--- src/rtl/sudoku_pkg.sv ---
// Shared definitions for the parametrised Sudoku cell: opcodes, state
// encoding and digit/one-hot helpers sized for the largest puzzle (N=16).
package sudoku_pkg;

    localparam int unsigned MAX_N  = 16;
    localparam int unsigned MAX_VW = 5;

    localparam logic [3:0] CMD_LOAD    = 4'd0;
    localparam logic [3:0] CMD_READ    = 4'd1;
    localparam logic [3:0] CMD_ELIM    = 4'd2;
    localparam logic [3:0] CMD_CLEAR   = 4'd3;
    localparam logic [3:0] CMD_SAVE    = 4'd5;
    localparam logic [3:0] CMD_RESTORE = 4'd6;

    localparam int unsigned ST_W = 2;
    localparam logic [1:0] ST_UNSOLVED = 2'd0;
    localparam logic [1:0] ST_RESOLVE  = 2'd1;
    localparam logic [1:0] ST_SOLVED   = 2'd2;
    localparam logic [1:0] ST_CONFLICT = 2'd3;

    // Digit of the highest set bit (1-based); 0 for an empty mask.
    function automatic logic [MAX_VW-1:0] onehot_to_digit(input logic [MAX_N-1:0] m);
        logic [MAX_VW-1:0] d;
        d = '0;
        for (int i = 0; i < int'(MAX_N); i++) begin
            if (m[i]) d = MAX_VW'(i + 1);
        end
        return d;
    endfunction

    // One-hot mask for digit d; digit 0 maps to an empty mask.
    function automatic logic [MAX_N-1:0] digit_to_onehot(input logic [MAX_VW-1:0] d);
        if (d == '0) return '0;
        return MAX_N'(1) << (d - MAX_VW'(1));
    endfunction

    // True when exactly one bit of the mask is set.
    function automatic logic popcount_is_one(input logic [MAX_N-1:0] m);
        return (m != '0) && ((m & (m - MAX_N'(1))) == '0);
    endfunction

endpackage

--- src/rtl/sudoku_cell_stack.sv ---
// Small LIFO holding cell snapshots; pointer saturates at 0 and DEPTH.
module sudoku_cell_stack #(
    parameter int unsigned W     = 8,
    parameter int unsigned DEPTH = 4
) (
    input  logic         clk,
    input  logic         rst,
    input  logic         push,
    input  logic         pop,
    input  logic [W-1:0] wr_data,
    output logic [W-1:0] rd_data_c,
    output logic         full,
    output logic         empty
);

    localparam int unsigned PW = $clog2(DEPTH + 1);
    localparam int unsigned AW = (DEPTH > 1) ? $clog2(DEPTH) : 1;

    logic [W-1:0]  mem [DEPTH];
    logic [PW-1:0] ptr;
    logic [PW-1:0] ptr_n;

    // Next pointer: push and pop are ignored at the full/empty limits.
    always_comb begin
        ptr_n = ptr;
        if (push && !full)       ptr_n = ptr + PW'(1);
        else if (pop && !empty)  ptr_n = ptr - PW'(1);
    end

    // Pointer and registered full/empty flags.
    always_ff @(posedge clk or posedge rst) begin
        if (rst) begin
            ptr   <= '0;
            empty <= 1'b1;
            full  <= 1'b0;
        end else begin
            ptr   <= ptr_n;
            empty <= (ptr_n == '0);
            full  <= (ptr_n == PW'(DEPTH));
        end
    end

    // Snapshot storage; contents need no reset since the pointer guards reads.
    always_ff @(posedge clk) begin
        if (push && !full) mem[AW'(ptr)] <= wr_data;
    end

    assign rd_data_c = empty ? '0 : mem[AW'(ptr - PW'(1))];

endmodule

--- src/rtl/sudoku_cell_p.sv ---
// Parametrised Sudoku cell: value + candidate mask, elimination, auto-resolve
// and conflict detection. Define SUDOKU_CELL_STACK_EN to add the snapshot
// stack used by SAVE/RESTORE; otherwise those opcodes are rejected.
module sudoku_cell_p
    import sudoku_pkg::*;
#(
    parameter int unsigned N     = 9,
    parameter int unsigned VW    = $clog2(N + 1),
    parameter int unsigned DEPTH = 4
) (
    input  logic          clk,
    input  logic          rst,
    input  logic [3:0]    cmd,
    input  logic [VW-1:0] data_in,
    input  logic          data_in_rdy,
    output logic [VW-1:0] data_out,
    output logic          data_out_valid,
    output logic [VW-1:0] value,
    output logic [N-1:0]  candidates,
    output logic          is_solved,
    output logic          conflict,
    output logic          cmd_err,
    output logic          stack_empty,
    output logic          stack_full
);

    localparam int unsigned  SW       = VW + N + ST_W;
    localparam logic [N-1:0] ALL_ONES = '1;
    localparam logic [VW-1:0] MAX_D   = VW'(N);

    if (!(N == 4 || N == 9 || N == 16) || DEPTH < 1) begin : g_bad_param
        $error("sudoku_cell_p: illegal N or DEPTH");
    end

    logic [1:0]    state, state_n;
    logic [VW-1:0] value_n, data_out_n;
    logic [N-1:0]  cand_n;
    logic          dov_n, err_n;

    logic [N-1:0]  elim_bit, cand_left;
    logic          digit_ok;

    assign digit_ok  = (data_in != '0) && (data_in <= MAX_D);
    assign elim_bit  = N'(digit_to_onehot(MAX_VW'(data_in)));
    assign cand_left = candidates & ~elim_bit;

`ifdef SUDOKU_CELL_STACK_EN
    logic          push, pop;
    logic [SW-1:0] pop_data;

    sudoku_cell_stack #(.W(SW), .DEPTH(DEPTH)) u_stack (
        .clk       (clk),
        .rst       (rst),
        .push      (push),
        .pop       (pop),
        .wr_data   ({value, candidates, state}),
        .rd_data_c (pop_data),
        .full      (stack_full),
        .empty     (stack_empty)
    );
`else
    assign stack_empty = 1'b1;
    assign stack_full  = 1'b0;
`endif

    // Next-state/output decode; listed commands override the auto-resolve.
    always_comb begin
        state_n    = state;
        value_n    = value;
        cand_n     = candidates;
        data_out_n = data_out;
        dov_n      = 1'b0;
        err_n      = 1'b0;
`ifdef SUDOKU_CELL_STACK_EN
        push       = 1'b0;
        pop        = 1'b0;
`endif
        if (state == ST_RESOLVE) begin
            value_n = VW'(onehot_to_digit(MAX_N'(candidates)));
            state_n = ST_SOLVED;
        end
        if (data_in_rdy) begin
            case (cmd)
                CMD_LOAD: begin
                    if (digit_ok) begin
                        value_n = data_in;
                        cand_n  = elim_bit;
                        state_n = ST_SOLVED;
                    end else begin
                        err_n = 1'b1;
                    end
                end
                CMD_READ: begin
                    data_out_n = value;
                    dov_n      = 1'b1;
                end
                CMD_ELIM: begin
                    if (!digit_ok) begin
                        err_n = 1'b1;
                    end else begin
                        case (state)
                            ST_UNSOLVED: begin
                                cand_n = cand_left;
                                if (cand_left == '0)
                                    state_n = ST_CONFLICT;
                                else if (popcount_is_one(MAX_N'(cand_left)))
                                    state_n = ST_RESOLVE;
                            end
                            ST_RESOLVE: begin
                                value_n = value;
                                state_n = ST_RESOLVE;
                                if (cand_left == '0) begin
                                    cand_n  = '0;
                                    state_n = ST_CONFLICT;
                                end
                            end
                            ST_SOLVED: begin
                                if (data_in == value) begin
                                    cand_n  = cand_left;
                                    state_n = ST_CONFLICT;
                                end
                            end
                            default: ;
                        endcase
                    end
                end
                CMD_CLEAR: begin
                    value_n = '0;
                    cand_n  = ALL_ONES;
                    state_n = ST_UNSOLVED;
                end
                CMD_SAVE: begin
`ifdef SUDOKU_CELL_STACK_EN
                    if (stack_full) err_n = 1'b1;
                    else            push  = 1'b1;
`else
                    err_n = 1'b1;
`endif
                end
                CMD_RESTORE: begin
`ifdef SUDOKU_CELL_STACK_EN
                    if (stack_empty) begin
                        err_n = 1'b1;
                    end else begin
                        pop = 1'b1;
                        {value_n, cand_n, state_n} = pop_data;
                    end
`else
                    err_n = 1'b1;
`endif
                end
                default: err_n = 1'b1;
            endcase
        end
    end

    // State and registered outputs.
    always_ff @(posedge clk or posedge rst) begin
        if (rst) begin
            state          <= ST_UNSOLVED;
            value          <= '0;
            candidates     <= ALL_ONES;
            data_out       <= '0;
            data_out_valid <= 1'b0;
            cmd_err        <= 1'b0;
            is_solved      <= 1'b0;
            conflict       <= 1'b0;
        end else begin
            state          <= state_n;
            value          <= value_n;
            candidates     <= cand_n;
            data_out       <= data_out_n;
            data_out_valid <= dov_n;
            cmd_err        <= err_n;
            is_solved      <= (state_n == ST_SOLVED);
            conflict       <= (state_n == ST_CONFLICT);
        end
    end

endmodule

--- config.mk ---
export PLATFORM = sky130hd
export DESIGN_NAME = sudoku_cell_p
export DESIGN_NICKNAME = d
export VERILOG_FILES = /design/src/rtl/sudoku_pkg.sv /design/src/rtl/sudoku_cell_stack.sv /design/src/rtl/sudoku_cell_p.sv
export SDC_FILE = /design/constraint.sdc
export NUM_CORES = 1
export LEC_CHECK = 0
export CAP_MARGIN = 5
export CORE_MARGIN = 8
export CORE_UTILIZATION = 46
export CTS_CLUSTER_SIZE = 20
export DETAILED_ROUTE_END_ITERATION = 8
export GPL_ROUTABILITY_DRIVEN = 0
export PLACE_DENSITY_LB_ADDON = 0.12
export SLEW_MARGIN = 0
export SYNTH_ARGS = -nofsm -noshare
export SYNTH_HDL_FRONTEND = slang
export SYNTH_SLANG_ARGS = --single-unit
export TNS_END_PERCENT = 5
--- constraint.sdc ---
create_clock -name clk -period 2.2 [get_ports clk]
set_input_delay 0.22 -clock clk [delete_from_list [all_inputs] [get_ports clk]]
set_output_delay 0.22 -clock clk [all_outputs]
set_load 0.02 [all_outputs]
==> results of run 1 <==
[sequential cells by signal (all words and copies together), names as in the netlist]
| register | flops |
|---|---|
| candidates | 9 |
| data_out | 4 |
| value | 4 |
| state | 2 |
| cmd_err | 1 |
| conflict | 1 |
| data_out_valid | 1 |
| is_solved | 1 |
[area by class of cell]
class                           count  area (um^2)  area share (%)
Multi-Input combinational cell    157         1090            43.9
Timing Repair Buffer               78          657            26.5
Sequential cell                    23          587            23.7
Tap cell                           48         60.1            2.42
Clock buffer                        3         41.3            1.66
Inverter                           11         41.3            1.66
Clock inverter                      1         5.00           0.202
[metal layers]
layer	track usage (%)	up-vias
met3	3.69	11
met4	4.91	0
li1	-	878
met5	0	-
met1	24.1	875
met2	28.7	99
[what timing repair did]
item                       in CTS  in global routing
hold buffers                    0                  0
setup endpoints to repair      16                 11
hold endpoints to repair        0                  0
resized for setup               6                 11
[metrics by stage]
step	setup TNS, ns	hold slack (ns)	instances
final	0	0.386	321
after global placement	-6.98	0.486	317
after detailed placement	-7.38	0.497	317
after floorplan	0	0.215	201
after global routing	-0.00143	0.464	321
after CTS	0	0.414	321
[logic make-up after synthesis]
logic type	synth area share (%)
AOI/OAI and AO/OA	26.4
buffers and inverters	5.93
xor gates and xnor gates	2.50
DFF	33.5
muxes	4.43
and+or+nand+nor	23.2
other	0.429
adders and majority gates	3.57
[power by group]
| part | total (mW) | switching [mW] | leakage, nW | internal [mW] |
|---|---|---|---|---|
| Combinational | 1.00 | 0.489 | 0.779 | 0.514 |
| Sequential | 0.724 | 0.152 | 0.273 | 0.572 |
| Clock | 0.273 | 0.146 | 0.0255 | 0.127 |
| Total | 2.00 | 0.788 | 1.08 | 1.21 |
[critical path, cell delays in order]
cell and delay, ns:
clkdlybuf4s15_1 0.29, or4b_4 0.58, a21oi_2 0.16, o2bb2ai_2 0.09
or4b_4 0.55, nand2_4 0.11, nand2_2 0.05, a211o_1 0.29
[cells in the final DEF (no fill, tap or decap), types with 3 or more instances in the layout]
cell / count
nand2_1: 20
clkbuf_8: 3
a22o_1: 4
dfstp_2: 9
a21oi_1: 7
nand3b_1: 3
o21ai_0: 9
ha_1: 5
nor2_1: 19
nand3_1: 11
dfrtp_1: 14
clkdlybuf4s50_1: 27
o21bai_1: 4
buf_4: 47
xnor2_1: 5
mux2_2: 6
inv_1: 11
[path summary, 6_finish.rpt]
kind | endpoint | from
min | conflict | rst
min reg2reg | data_out[3] | data_out[3]
max in group asynchronous | candidates[2] | rst
max reg2reg | candidates[5] | candidates[3]
min in group clk | data_out[3] | data_out[3]
max | candidates[5] | data_in[3]
==> results.sh, run 1 <==
export IMPL_stdcell_area_um2=2480
export IMPL_path_clk_slew_ns=0.09
export IMPL_initial_utilization_pct=47.8
export IMPL_clockRootBuffer="clkbuf_8"
export IMPL_dp_hpwl_um=4280
export IMPL_wl_met2_um=2530
export IMPL_io_pin_count=34
export IMPL_finalClockSkew_ns=0.00397
export IMPL_hold_violations=0
export IMPL_vdd_ir_drop_max_v=0.000622
export IMPL_postRouteAntennaNets=0
export IMPL_fin_crit_sh_pct=97.0
export IMPL_grt_pass1_wl_um=9040
export IMPL_finalPower_mw=2.00
export IMPL_yosys_top_cells_area="dfrtp_1 20%, dfstp_2 14%, nand2_1 4.3%"
export IMPL_cp_start_kind="input pin"
export IMPL_setup_viol=0
export IMPL_grt_antenna_before_repair=0
export IMPL_avgSynthCellArea_um2=8.71
export IMPL_critPathMaxFanout=8
export IMPL_htreeDepth=1
export IMPL_drc=0
export IMPL_max_freq_ghz=0.469
export IMPL_cts_inserted_buffers=3
export IMPL_syn_num_nets=217
export IMPL_n_fill_cell=320
export IMPL_ys_seq_elements=23
export IMPL_cts_buffer_depth=2
export IMPL_cp_arrival_ns=2.34
export IMPL_maxSlewHeadroom_pct=48.4
export IMPL_r2r_cells=7
export IMPL_worst_pin_slew_ns=0.774
export IMPL_grt_use_total_pct=18.1
export IMPL_die_x_um=77.7
export IMPL_rrSetupSlack_ns=0.13
export IMPL_end_kind="flop"
export IMPL_place_area_um2=2410
export IMPL_cts_sinks=23
export IMPL_syn_to_final_growth_pct=41.7
export IMPL_ys_types=62
export IMPL_die_area_um2=6030
export IMPL_rows=22
export IMPL_cap_violations=0
export IMPL_vias=1863
export IMPL_path_class="input pin to flop"
export IMPL_drtIter0Drc=182
export IMPL_synth_common_cells="20 x nand2_1, 20 x nor2_1, 14 x dfrtp_1"
export IMPL_fin_ws_ns=0.0656
export IMPL_postCtsSetupRepairBufs=0
export IMPL_netlist_area_leader_share_pct=20.0
export IMPL_power_leakage_nw=1.08
export IMPL_netlist_area_um2=1750
export IMPL_overflow=0
export IMPL_drive_above_1_share_pct=33.0
export IMPL_final_nets=290
export IMPL_grt_max_degree=20
export IMPL_wl_met3_um=492
export IMPL_ys_async_sr_fraction_pct=100
export IMPL_grt_pass1_vias=1840
export IMPL_powerDensity_nw_per_um2=807
export IMPL_antenna_cells=0
export IMPL_pre_cts_ws_ns=-0.538
export IMPL_routed_top_layer="met4"
export IMPL_period_minus_slack_ns=2.13
export IMPL_m1WireLength_um=2400
export IMPL_hold_path_class="input pin to asynchronous set/reset pin"
export IMPL_critPathRequiredTime_ns=2.41
export IMPL_finalWirelength_um=5510
export IMPL_detail_route_wl_per_cell_um=17.2
export IMPL_synthFlopType="dfrtp_1"
export IMPL_core_um2=3660
export IMPL_drt_pass1_iter_count=6
export IMPL_status="finished clean"
export IMPL_synth_cells=201
export IMPL_synth_edf_count=0
export IMPL_synth_seq_area_share_pct=33.5
export IMPL_clk_latency_ns=0.27
export IMPL_synth_top_area_cell="dfrtp_1"
export IMPL_fin_util_pct=67.7
export IMPL_port_buffers=31
export IMPL_final_max_slew_viol_count=0
export IMPL_die_h_um=77.7
export IMPL_cts_tree="done"
export IMPL_via_per_inst=5.80
export IMPL_yosys_warnings=0
(Power assumes the default switching activity.)
==> run 2, diff against run 1 <==
SYNTH_HIERARCHICAL = 1   (was not set)
==> results of run 2 <==
Same layout as run 1: the final DEF is identical, and so are final timing and power.
Among the figures that moved: Yosys warning count 0 -> 6
